===== src/rtl/chan_scan_mux_pkg.sv =====
`default_nettype none
// +--------------------------------------------------------------------+
// | chan_scan_pkg : shared constants, state type and select-width fn   |
// | Revision      : 1.0                                                |
// +--------------------------------------------------------------------+
package chan_scan_pkg;

  localparam int DEF_NCH     = 4;
  localparam int DEF_W       = 4;
  localparam int DEF_DWELL_W = 8;

  localparam logic MODE_MANUAL = 1'b0;
  localparam logic MODE_SCAN   = 1'b1;

  typedef enum logic [0:0] {
    ST_MANUAL = 1'b0,
    ST_SCAN   = 1'b1
  } state_e;

  // A 1:1 mux still needs a one-bit select port.
  function automatic int sel_w(input int n);
    return (n <= 1) ? 1 : $clog2(n);
  endfunction

endpackage
`default_nettype wire


===== src/rtl/chan_scan_mux_if.sv =====
`default_nettype none
// +--------------------------------------------------------------------+
// | chan_scan_mux_if : control, channel data and output bundle         |
// | Revision         : 1.0                                             |
// +--------------------------------------------------------------------+
interface chan_scan_mux_if
  import chan_scan_pkg::*;
#(
  parameter int NCH     = DEF_NCH,
  parameter int W       = DEF_W,
  parameter int DWELL_W = DEF_DWELL_W
);
  localparam int SEL_W = sel_w(NCH);

  logic               ena;
  logic               mode;
  logic [SEL_W-1:0]   sel;
  logic [NCH-1:0]     ch_mask;
  logic [DWELL_W-1:0] dwell;
  logic [NCH*W-1:0]   din;
  logic [W-1:0]       dout;
  logic [SEL_W-1:0]   cur_sel;
  logic               dout_valid;
  logic               wrap;

  modport master (
    output ena, mode, sel, ch_mask, dwell, din,
    input  dout, cur_sel, dout_valid, wrap
  );

  modport slave (
    input  ena, mode, sel, ch_mask, dwell, din,
    output dout, cur_sel, dout_valid, wrap
  );

endinterface
`default_nettype wire


===== src/rtl/chan_scan_mux_rr_next_pick.sv =====
`default_nettype none
// +--------------------------------------------------------------------+
// | rr_next_pick : first enabled index after cur, cur itself last      |
// | Revision     : 1.0                                                 |
// +--------------------------------------------------------------------+
module rr_next_pick #(
  parameter int NCH   = 4,
  parameter int SEL_W = 2
) (
  input  logic [NCH-1:0]   mask,
  input  logic [SEL_W-1:0] cur,
  output logic [SEL_W-1:0] next,
  output logic             found,
  output logic             wrapped
);

  // Distance 1..NCH from cur; cur itself is distance NCH so it loses ties.
  always_comb begin
    int d;
    int best_d;
    d      = 0;
    best_d = NCH + 1;
    next   = cur;
    found  = 1'b0;
    for (int i = 0; i < NCH; i++) begin
      d = i - int'(cur);
      if (d <= 0) d = d + NCH;
      if (mask[i] && (d < best_d)) begin
        best_d = d;
        next   = SEL_W'(i);
        found  = 1'b1;
      end
    end
    wrapped = found && (next <= cur);
  end

endmodule
`default_nettype wire


===== src/rtl/chan_scan_mux.sv =====
`default_nettype none
// +--------------------------------------------------------------------+
// | chan_scan_mux : registered NCH:1 mux with manual and auto-scan     |
// | Revision      : 1.0                                                |
// +--------------------------------------------------------------------+
module chan_scan_mux
  import chan_scan_pkg::*;
#(
  parameter int NCH     = DEF_NCH,
  parameter int W       = DEF_W,
  parameter int DWELL_W = DEF_DWELL_W
) (
  input  logic            clk,
  input  logic            rst_n,
  chan_scan_mux_if.slave  bus
);
  localparam int SEL_W = sel_w(NCH);

  state_e             state_q, state_d;
  logic [DWELL_W-1:0] cnt_q, cnt_d;
  logic [SEL_W-1:0]   cur_sel_q, cur_sel_d;
  logic [W-1:0]       dout_q, dout_d;
  logic               valid_q, valid_d;
  logic               wrap_q, wrap_d;

  logic [SEL_W-1:0]   sel_m;
  logic [DWELL_W-1:0] cnt_cur;
  logic [SEL_W-1:0]   pick_next;
  logic               pick_found;
  logic               pick_wrap;
  logic [W-1:0]       ch_data;
  logic               ch_en;

  rr_next_pick #(
    .NCH   (NCH),
    .SEL_W (SEL_W)
  ) u_pick (
    .mask    (bus.ch_mask),
    .cur     (cur_sel_q),
    .next    (pick_next),
    .found   (pick_found),
    .wrapped (pick_wrap)
  );

  always_comb begin
    sel_m   = (int'(bus.sel) >= NCH) ? '0 : bus.sel;
    // A scan entered from manual always begins a fresh dwell.
    cnt_cur = (state_q == ST_SCAN) ? cnt_q : '0;
  end

  always_comb begin
    state_d   = state_q;
    cnt_d     = cnt_q;
    cur_sel_d = cur_sel_q;
    dout_d    = dout_q;
    valid_d   = valid_q;
    wrap_d    = wrap_q;
    ch_data   = '0;
    ch_en     = 1'b0;
    if (bus.ena) begin
      state_d = (bus.mode == MODE_SCAN) ? ST_SCAN : ST_MANUAL;
      wrap_d  = 1'b0;
      if (bus.mode == MODE_MANUAL) begin
        cnt_d = '0;
        if (|bus.ch_mask) cur_sel_d = sel_m;
      end else if (cnt_cur == bus.dwell) begin
        cnt_d = '0;
        if (pick_found) begin
          cur_sel_d = pick_next;
          wrap_d    = pick_wrap;
        end
      end else begin
        cnt_d = cnt_cur + DWELL_W'(1);
      end
      for (int i = 0; i < NCH; i++) begin
        if (cur_sel_d == SEL_W'(i)) begin
          ch_en   = bus.ch_mask[i];
          ch_data = bus.din[i*W +: W];
        end
      end
      valid_d = ch_en;
      dout_d  = ch_en ? ch_data : '0;
    end
  end

  always_ff @(posedge clk or negedge rst_n) begin
    if (!rst_n) begin
      state_q   <= ST_MANUAL;
      cnt_q     <= '0;
      cur_sel_q <= '0;
      dout_q    <= '0;
      valid_q   <= 1'b0;
      wrap_q    <= 1'b0;
    end else begin
      state_q   <= state_d;
      cnt_q     <= cnt_d;
      cur_sel_q <= cur_sel_d;
      dout_q    <= dout_d;
      valid_q   <= valid_d;
      wrap_q    <= wrap_d;
    end
  end

  assign bus.dout       = dout_q;
  assign bus.cur_sel    = cur_sel_q;
  assign bus.dout_valid = valid_q;
  assign bus.wrap       = wrap_q;

endmodule
`default_nettype wire


===== src/flat_wrapper.sv =====
// flat-port wrapper written by rule: the top's interface ports become plain ports
module chan_scan_mux_flat import chan_scan_pkg::*;
#(
  parameter int NCH     = DEF_NCH,
  parameter int W       = DEF_W,
  parameter int DWELL_W = DEF_DWELL_W
)
  (clk, rst_n, bus_ena, bus_mode, bus_sel, bus_ch_mask, bus_dwell, bus_din, bus_dout, bus_cur_sel, bus_dout_valid, bus_wrap);
  chan_scan_mux_if #(.NCH(NCH), .W(W), .DWELL_W(DWELL_W)) bus_i ();
  input  logic clk;
  input  logic rst_n;
  input wire logic [$bits(bus_i.ena)-1:0] bus_ena;
  input wire logic [$bits(bus_i.mode)-1:0] bus_mode;
  input wire logic [$bits(bus_i.sel)-1:0] bus_sel;
  input wire logic [$bits(bus_i.ch_mask)-1:0] bus_ch_mask;
  input wire logic [$bits(bus_i.dwell)-1:0] bus_dwell;
  input wire logic [$bits(bus_i.din)-1:0] bus_din;
  output wire logic [$bits(bus_i.dout)-1:0] bus_dout;
  output wire logic [$bits(bus_i.cur_sel)-1:0] bus_cur_sel;
  output wire logic [$bits(bus_i.dout_valid)-1:0] bus_dout_valid;
  output wire logic [$bits(bus_i.wrap)-1:0] bus_wrap;
  assign bus_i.ena = bus_ena;
  assign bus_i.mode = bus_mode;
  assign bus_i.sel = bus_sel;
  assign bus_i.ch_mask = bus_ch_mask;
  assign bus_i.dwell = bus_dwell;
  assign bus_i.din = bus_din;
  assign bus_dout = bus_i.dout;
  assign bus_cur_sel = bus_i.cur_sel;
  assign bus_dout_valid = bus_i.dout_valid;
  assign bus_wrap = bus_i.wrap;
  chan_scan_mux #(.NCH(NCH), .W(W), .DWELL_W(DWELL_W)) u_core (.clk(clk), .rst_n(rst_n), .bus(bus_i));
endmodule

===== config.mk =====
export PLATFORM = sky130hd
export DESIGN_NAME = chan_scan_mux_flat
export DESIGN_NICKNAME = d
export VERILOG_FILES = /design/src/rtl/chan_scan_mux_pkg.sv /design/src/rtl/chan_scan_mux_if.sv /design/src/rtl/chan_scan_mux_rr_next_pick.sv /design/src/rtl/chan_scan_mux.sv /design/src/flat_wrapper.sv
export SDC_FILE = /design/constraint.sdc
export NUM_CORES = 1
export LEC_CHECK = 0
export ABC_AREA = 1
export BUFFER_PORTS_ARGS = -buffer_cell sky130_fd_sc_hd__buf_2
export CAP_MARGIN = 5
export CORE_MARGIN = 2
export CORE_UTILIZATION = 50
export CTS_CLUSTER_DIAMETER = 100
export CTS_CLUSTER_SIZE = 28
export DETAILED_ROUTE_END_ITERATION = 8
export PLACE_DENSITY = 0.77
export SYNTH_ARGS = -nofsm -noshare
export SYNTH_HDL_FRONTEND = slang
export SYNTH_SLANG_ARGS = --single-unit

===== constraint.sdc =====
create_clock -name clk -period 4.7 [get_ports clk]
set_clock_uncertainty 0.15 [all_clocks]
set_input_delay 1.41 -clock clk [delete_from_list [all_inputs] [get_ports clk]]
set_output_delay 1.41 -clock clk [all_outputs]
set_load 0.03 [all_outputs]

-- After elaboration in Yosys (flattened, before gate mapping)
Cells that the tools add are included.
- output and inout port bits: 8
- bits in registers: 17
- input bits: 34
- order comparisons: 9
- muxes and demuxes: 37
- add/subtract/negate cells: 9
- reductions and logical operators: 7
- equality and inequality tests: 4
- operators by type and width (operator ; count):
    32-bit 2-to-1 mux ; 7
    32-bit less-than comparator ; 3
    32-bit by 4-bit adder with 32-bit output (second input constant) ; 1
    32-bit by 1-bit <= comparator with 1-bit output (second input constant) ; 1
    32-bit by 4-bit less-than comparator with 1-bit output (second input constant) ; 1
    8-bit 2-to-1 mux ; 3
    4-bit 2-to-1 mux ; 5
    2-bit 2-to-1 mux ; 9
    3-bit by 4-bit adder with 5-bit output (second input constant) ; 3
    1-bit 2-to-1 mux ; 13
    3-bit by 1-bit <= comparator with 1-bit output (second input constant) ; 3
    8-bit by 1-bit adder with 8-bit output (second input constant) ; 1
    8-bit == test ; 1
    1-bit by 2-bit subtractor with 3-bit output (first input constant) ; 2
    2-bit by 2-bit subtractor with 3-bit output (first input constant) ; 2
    1-bit logical AND ; 5
    2-bit == test (second input constant) ; 2
    4-bit OR reduction ; 1
    2-bit by 1-bit == test with 1-bit output (second input constant) ; 1
    2-bit <= comparator ; 1
    2-bit logical NOT ; 1

-- Depth between registers and ports, before layout
- word-level depth: 26
- gate-level depth with buffers: 39
- gate-level depth less buffers: 39

-- Modules after synthesis
Synthesis repeated with hierarchy kept, for this count alone.
- cells, all modules: 281
- area total of the unflattened synthesis: 1810.5 um^2
- modules (own cells, without submodules) (module ; area each (um^2) ; times used ; cells an instance ; seq. area each (um^2)):
    chan_scan_mux ; 1353.8 ; 1 ; 204 ; 425.4
    rr_next_pick ; 456.7 ; 1 ; 77 ; 0.0

-- Least setup slack after synthesis
No wires, ideal clock.
- path kind: input port to flip-flop
- start: in bus_ch_mask[0]
- end: reg u_core.dout_q[0] (netlist: u_core.bus.dout[0])
- required time: 4426 ps
- path slack: 312 ps
- arrival time: 4114 ps
- cell stages on the path: 31
- library setup time: 124 ps
- path through: inv_1 nor2_2 nand2_1 nand2_1 nand2_1 nand2_2 nand2_1 nor2_1 a21oi_1 ha_1 nand2_1 nand2_1 nand2_1 nand2_1 nand2_2 nand2_4 nand2_1 o21ai_0 ha_1 nand2_1 nand2_1 nand2_1 nand2_2 nand3_2 nand2_2 nand2_4 inv_4 buf_8 or2_2 a21oi_1 o21bai_2
- cells in the longest elaborated chain, start to end: 22
- ends and longest elaborated chain (what ; RTL line ; text):
    start: declaration ; flat_wrapper.sv:15 ; input wire logic [$bits(bus_i.ch_mask)-1:0] bus_ch_mask;
    1-bit logical AND ; chan_scan_mux_rr_next_pick.sv:28 ; if (mask[i] && (d < best_d)) begin
    32-bit 2-to-1 mux ; chan_scan_mux_rr_next_pick.sv:28 ;
    32-bit less-than comparator ; chan_scan_mux_rr_next_pick.sv:28 ;
    1-bit logical AND ; chan_scan_mux_rr_next_pick.sv:28 ;
    32-bit 2-to-1 mux ; chan_scan_mux_rr_next_pick.sv:28 ;
    32-bit less-than comparator ; chan_scan_mux_rr_next_pick.sv:28 ;
    1-bit logical AND ; chan_scan_mux_rr_next_pick.sv:28 ;
    32-bit 2-to-1 mux ; chan_scan_mux_rr_next_pick.sv:28 ;
    (+3 left out) ; - ;
    2-bit 2-to-1 mux ; chan_scan_mux.sv:68 ; if (pick_found) begin
    2-bit 2-to-1 mux ; chan_scan_mux.sv:66 ; end else if (cnt_cur == bus.dwell) begin
    2-bit 2-to-1 mux ; chan_scan_mux.sv:63 ; if (bus.mode == MODE_MANUAL) begin
    2-bit 2-to-1 mux ; chan_scan_mux.sv:60 ; if (bus.ena) begin
    2-bit logical NOT ; chan_scan_mux.sv:76 ; if (cur_sel_d == SEL_W'(i)) begin
    1-bit 2-to-1 mux (4 in series) ; chan_scan_mux.sv:76 ;
    1-bit 2-to-1 mux ; chan_scan_mux.sv:60 ;
    4-bit 2-to-1 mux (*) ; chan_scan_mux.sv:82 ; dout_d = ch_en ? ch_data : '0;
    end signal: assignment ; chan_scan_mux.sv:98 ; dout_q <= dout_d;
    end: declaration ; chan_scan_mux.sv:22 ; logic [W-1:0] dout_q, dout_d;
Every way passes the cells marked *; elsewhere a longest branch is shown, timed or not. The select of a mux whose other input is x is not followed.
A chain may end at the register's enable or synchronous reset.

-- Final worst setup path
- start: in bus_ch_mask[1]
- end: reg u_core.dout_q[1] (netlist: u_core.bus.dout[1])
- cells in the longest elaborated chain, start to end: 19
- ends and longest elaborated chain (what ; RTL line):
    1-bit logical AND ; chan_scan_mux_rr_next_pick.sv:28
    32-bit 2-to-1 mux ; chan_scan_mux_rr_next_pick.sv:28
    32-bit less-than comparator ; chan_scan_mux_rr_next_pick.sv:28
    1-bit logical AND ; chan_scan_mux_rr_next_pick.sv:28
    32-bit 2-to-1 mux ; chan_scan_mux_rr_next_pick.sv:28
    32-bit less-than comparator ; chan_scan_mux_rr_next_pick.sv:28
    1-bit logical AND ; chan_scan_mux_rr_next_pick.sv:28
    2-bit 2-to-1 mux or 1-bit 2-to-1 mux (tied branches) ; chan_scan_mux_rr_next_pick.sv:28
    2-bit 2-to-1 mux ; chan_scan_mux.sv:68
    2-bit 2-to-1 mux ; chan_scan_mux.sv:66
    2-bit 2-to-1 mux ; chan_scan_mux.sv:63
    2-bit 2-to-1 mux ; chan_scan_mux.sv:60
    2-bit logical NOT ; chan_scan_mux.sv:76
    1-bit 2-to-1 mux (4 in series) ; chan_scan_mux.sv:76
    1-bit 2-to-1 mux ; chan_scan_mux.sv:60
    4-bit 2-to-1 mux (*) ; chan_scan_mux.sv:82
Marked as above.

==> results.md <==
* Status: completed
* Clock sink total at 17
* Avg WL per Cell at 10.9 um
* Cells after Synth at ~240
* RR Startpoint: u_core.bus.cur_sel[0]
* CP max FO at 9
* Worst hold stages at 2
* Syn. warnings at 0
* Adder-cell area share of the yosys netlist at 0.105
* Clock Tree Root: clkbuf_4
* Worst r2r path cells at 31
* LEAKAGE at roughly 1.2 nW
* Synth Cell Area at ~1700 um^2
* I/O pin total at 42
* Via density at roughly 5
* Final period util at 0.930
* Hold Crit Endpoint: u_core.bus.dout_valid
* Placed insts at approximately 340
* Worst Path Class, Setup: in -> reg
* Hold_ws at roughly 0.34 ns
* R2r setup slk at about 0.48 ns
* Number of global-route vias before repair at 1539
* Unrepaired setup endpoints after global routing: no
* Worst min path class: reg -> reg
* Total die area at 3810 um^2
* Num CTS Buffers at 3
* Final period demand of the worst path at around 4.4 ns
* ANT cells at 0
* Core Rows at 20
* First-pass GRT wire length at roughly 6300 um
* # fillers at between 200 and 300
* HP Start: u_core.bus.dout_valid
* Worst skew pair latency at 0.29 ns
* Post-Route WL at around 3800 um
* Critical Path RT at ~4.8 ns
* Syn nets at 291
* GP Congestion at 0.798
* Largest family of logic cells by synthesized area: simple AND/OR/NAND/NOR gates
* Fin cells at roughly 350
* Final WS setup at around 0.33 ns
* DR pass1 iterations at 4
* Maxcap violations at 0
* PD cells at 237 nW/um^2
* Setup Viol. Count Final at 0
* Syn-to-layout area delta at 24.9%
* CP Launch Type: primary input
* Place WS at -0.0312 ns
* Initial antenna violation count at 0
* Simple-Gate Fraction of Synth Area at 0.332
* CTS clk-pin slew, worst paths at around 0.11 ns
* Hold_buf cts at 0
* Cell mode on critical path: nand2_1
* Iter 0 DRT Violations at 91
* Post-DP HPWL at roughly 3100 um
* Yosys top cell area share at 0.256
* Post-synthesis compound-gate area fraction at 0.126
* Max-slew headroom at 0.642
* TritonCTS clock tree: yes
* Mux contribution to synthesized area at 0
* DR DRC count at 0
* Crit-path leading delay family: simple AND/OR/NAND/NOR gates
* Arr. time, crit path at approximately 4.4 ns
* R2R Path End: u_core.bus.dout[1]
* Syn Area/Cell at between 6 and 7 um^2
* Distinct cells, synth at 34
* Yosys reg bits at 17
* Maximum vdd drop at 0.224 mV
* Sequential-to-total area share from yosys stat at 0.256
* Die Ht at 61.7 um
* Final Max Slew Viols at 0
* Via count at roughly 1.7k
* IO buf count at 41
* XOR/XNOR share of the synthesized area at 0.0684
* Largest stage delay, worst path at 0.33 ns
* Final ANT Viol Nets at 0
* Max frequency at approximately 230 MHz
* Worst slew pin tran at around 0.53 ns
* Htree depth at 1
* Nets at around 350
* Die Wd at 61.7 um
* Share of cells above drive strength 1 at 0.285
* Core Footprint at between 3000 and 4000 um^2
* Grt total ovfl at 0
* Slowest CP cell: a21boi_0
* CP bufs+invs at 1
* Worst setup EP type: register
* Cell taking the most area after synthesis: dfrtp_1
* Total track usage at 0.218
* Clk buf depth at 2
* Starting density of the core at 0.536
* Final Hold Vio Count at 0
* Top cells by area, synth: dfrtp_1 26%, nand2_1 15%, ha_1 11%
* DP Area at 2030 um^2
* Final instance area at just over 2000 um^2
* Largest net degree at the start of global routing at 18
kinds of logic (layout without fill, tap and decap cells):
family / Yosys count / after routing
flip-flops: 17 / 17
XOR/XNOR: 13 / 13
AO/OA/AOI/OAI: 33 / 33
buffers and inverters: 44 / 103
other: 2 / 2
AND/OR/NAND/NOR: 120 / 120
adder cells (fa/ha/maj): 14 / 14
synthesized netlist by cell type, drive strengths merged:
cell and number:
a211oi 1, buf 1, nand4 4, or2 7, a21oi 6, xnor2 8
xor2 5, nand3b 1, o22ai 4, inv 41, o211ai 2, o21bai 2
conb 2, a21boi 1, nand3 12, nor3 3, o21ai 14, a32o 1
nor4 2, a32oi 1, clkbuf 2, dfrtp 17, a41oi 1, nand2 78
ha 14, nor2 13
where the power goes:
part | internal (mW) | total [mW] | leakage [nW] | switching (mW)
combinational | 0.100 | 0.246 | 0.929 | 0.146
sequential | 0.158 | 0.166 | 0.226 | 0.00826
clock | 0.0324 | 0.0809 | 0.0139 | 0.0486
total | 0.291 | 0.493 | 1.17 | 0.203
cell type report:
class	count	area (um^2)	area share
multi-input cells	182	1080	0.519
flip-flops and latches	17	425	0.205
repair buffers	58	333	0.160
inverters	41	156	0.0753
well taps	44	55.1	0.0265
clock buffers	3	22.5	0.0108
clock inverters	1	7.51	0.00361
placed cells by master (no fill, tap or decap), drive strengths merged, types with 6 or more instances in the layout:
cell / instances
or2: 7
a21oi: 6
nand3: 12
ha: 14
nand2: 78
dfrtp: 17
xnor2: 8
o21ai: 14
nor2: 13
inv: 41
buf: 58
worst register-to-register path: cells and delay by family, from the launching register on:
kind,cells,cell delay (ns)
flops,1,0.40
simple gates,21,1.77
fa+ha+maj,4,0.90
buf+inv,2,0.13
compound gates,4,0.77
worst max-delay path by stage:
| stage | startpoint | end | slack, ns | cells past startpoint |
|---|---|---|---|---|
| 2_1_floorplan | bus_ch_mask[0] | u_core.bus.dout[0] | 0.31 | 31 |
| 3_3_place_gp | bus_ch_mask[0] | u_core.bus.dout[1] | 0.08 | 30 |
| 3_5_place_dp | bus_ch_mask[0] | u_core.bus.dout[1] | -0.03 | 30 |
| 4_1_cts | bus_ch_mask[0] | u_core.bus.dout[1] | 0.28 | 30 |
| 5_1_grt | bus_ch_mask[0] | u_core.bus.dout[1] | 0.01 | 31 |
| 6_report | bus_ch_mask[1] | u_core.bus.dout[1] | 0.33 | 27 |
stage by stage:
stage | util | TNS (ns) | power [mW]
CTS | 0.664 | 0 | 0.492
finish | 0.670 | 0 | 0.493
detailed placement | 0.654 | -0.0355 | 0.412
floorplan | - | 0 | 0.327
global placement | 0.654 | 0 | 0.404
global route | 0.670 | 0 | 0.534
timing repair:
action                     CTS  global route
gates resized for setup      0             4
buffers inserted             0             0
setup endpoints to repair    0             4
state kept, by name, indices dropped and copies added, names as in the netlist:
name                   count
u_core.bus.cur_sel         2
u_core.bus.dout            4
u_core.bus.dout_valid      1
u_core.bus.wrap            1
u_core.cnt_q               8
u_core.state_q             1
layer usage:
layer / GRT usage / vias up / wire [um]
li1: - / 892 / -
met1: 0.294 / 758 / 1800
met2: 0.383 / 41 / 1800
met3: 0.0414 / 2 / 174
met4: 0.00912 / 0 / 8
met5: 0 / - / 0
Note: power is estimated with default switching activity, not from simulation.
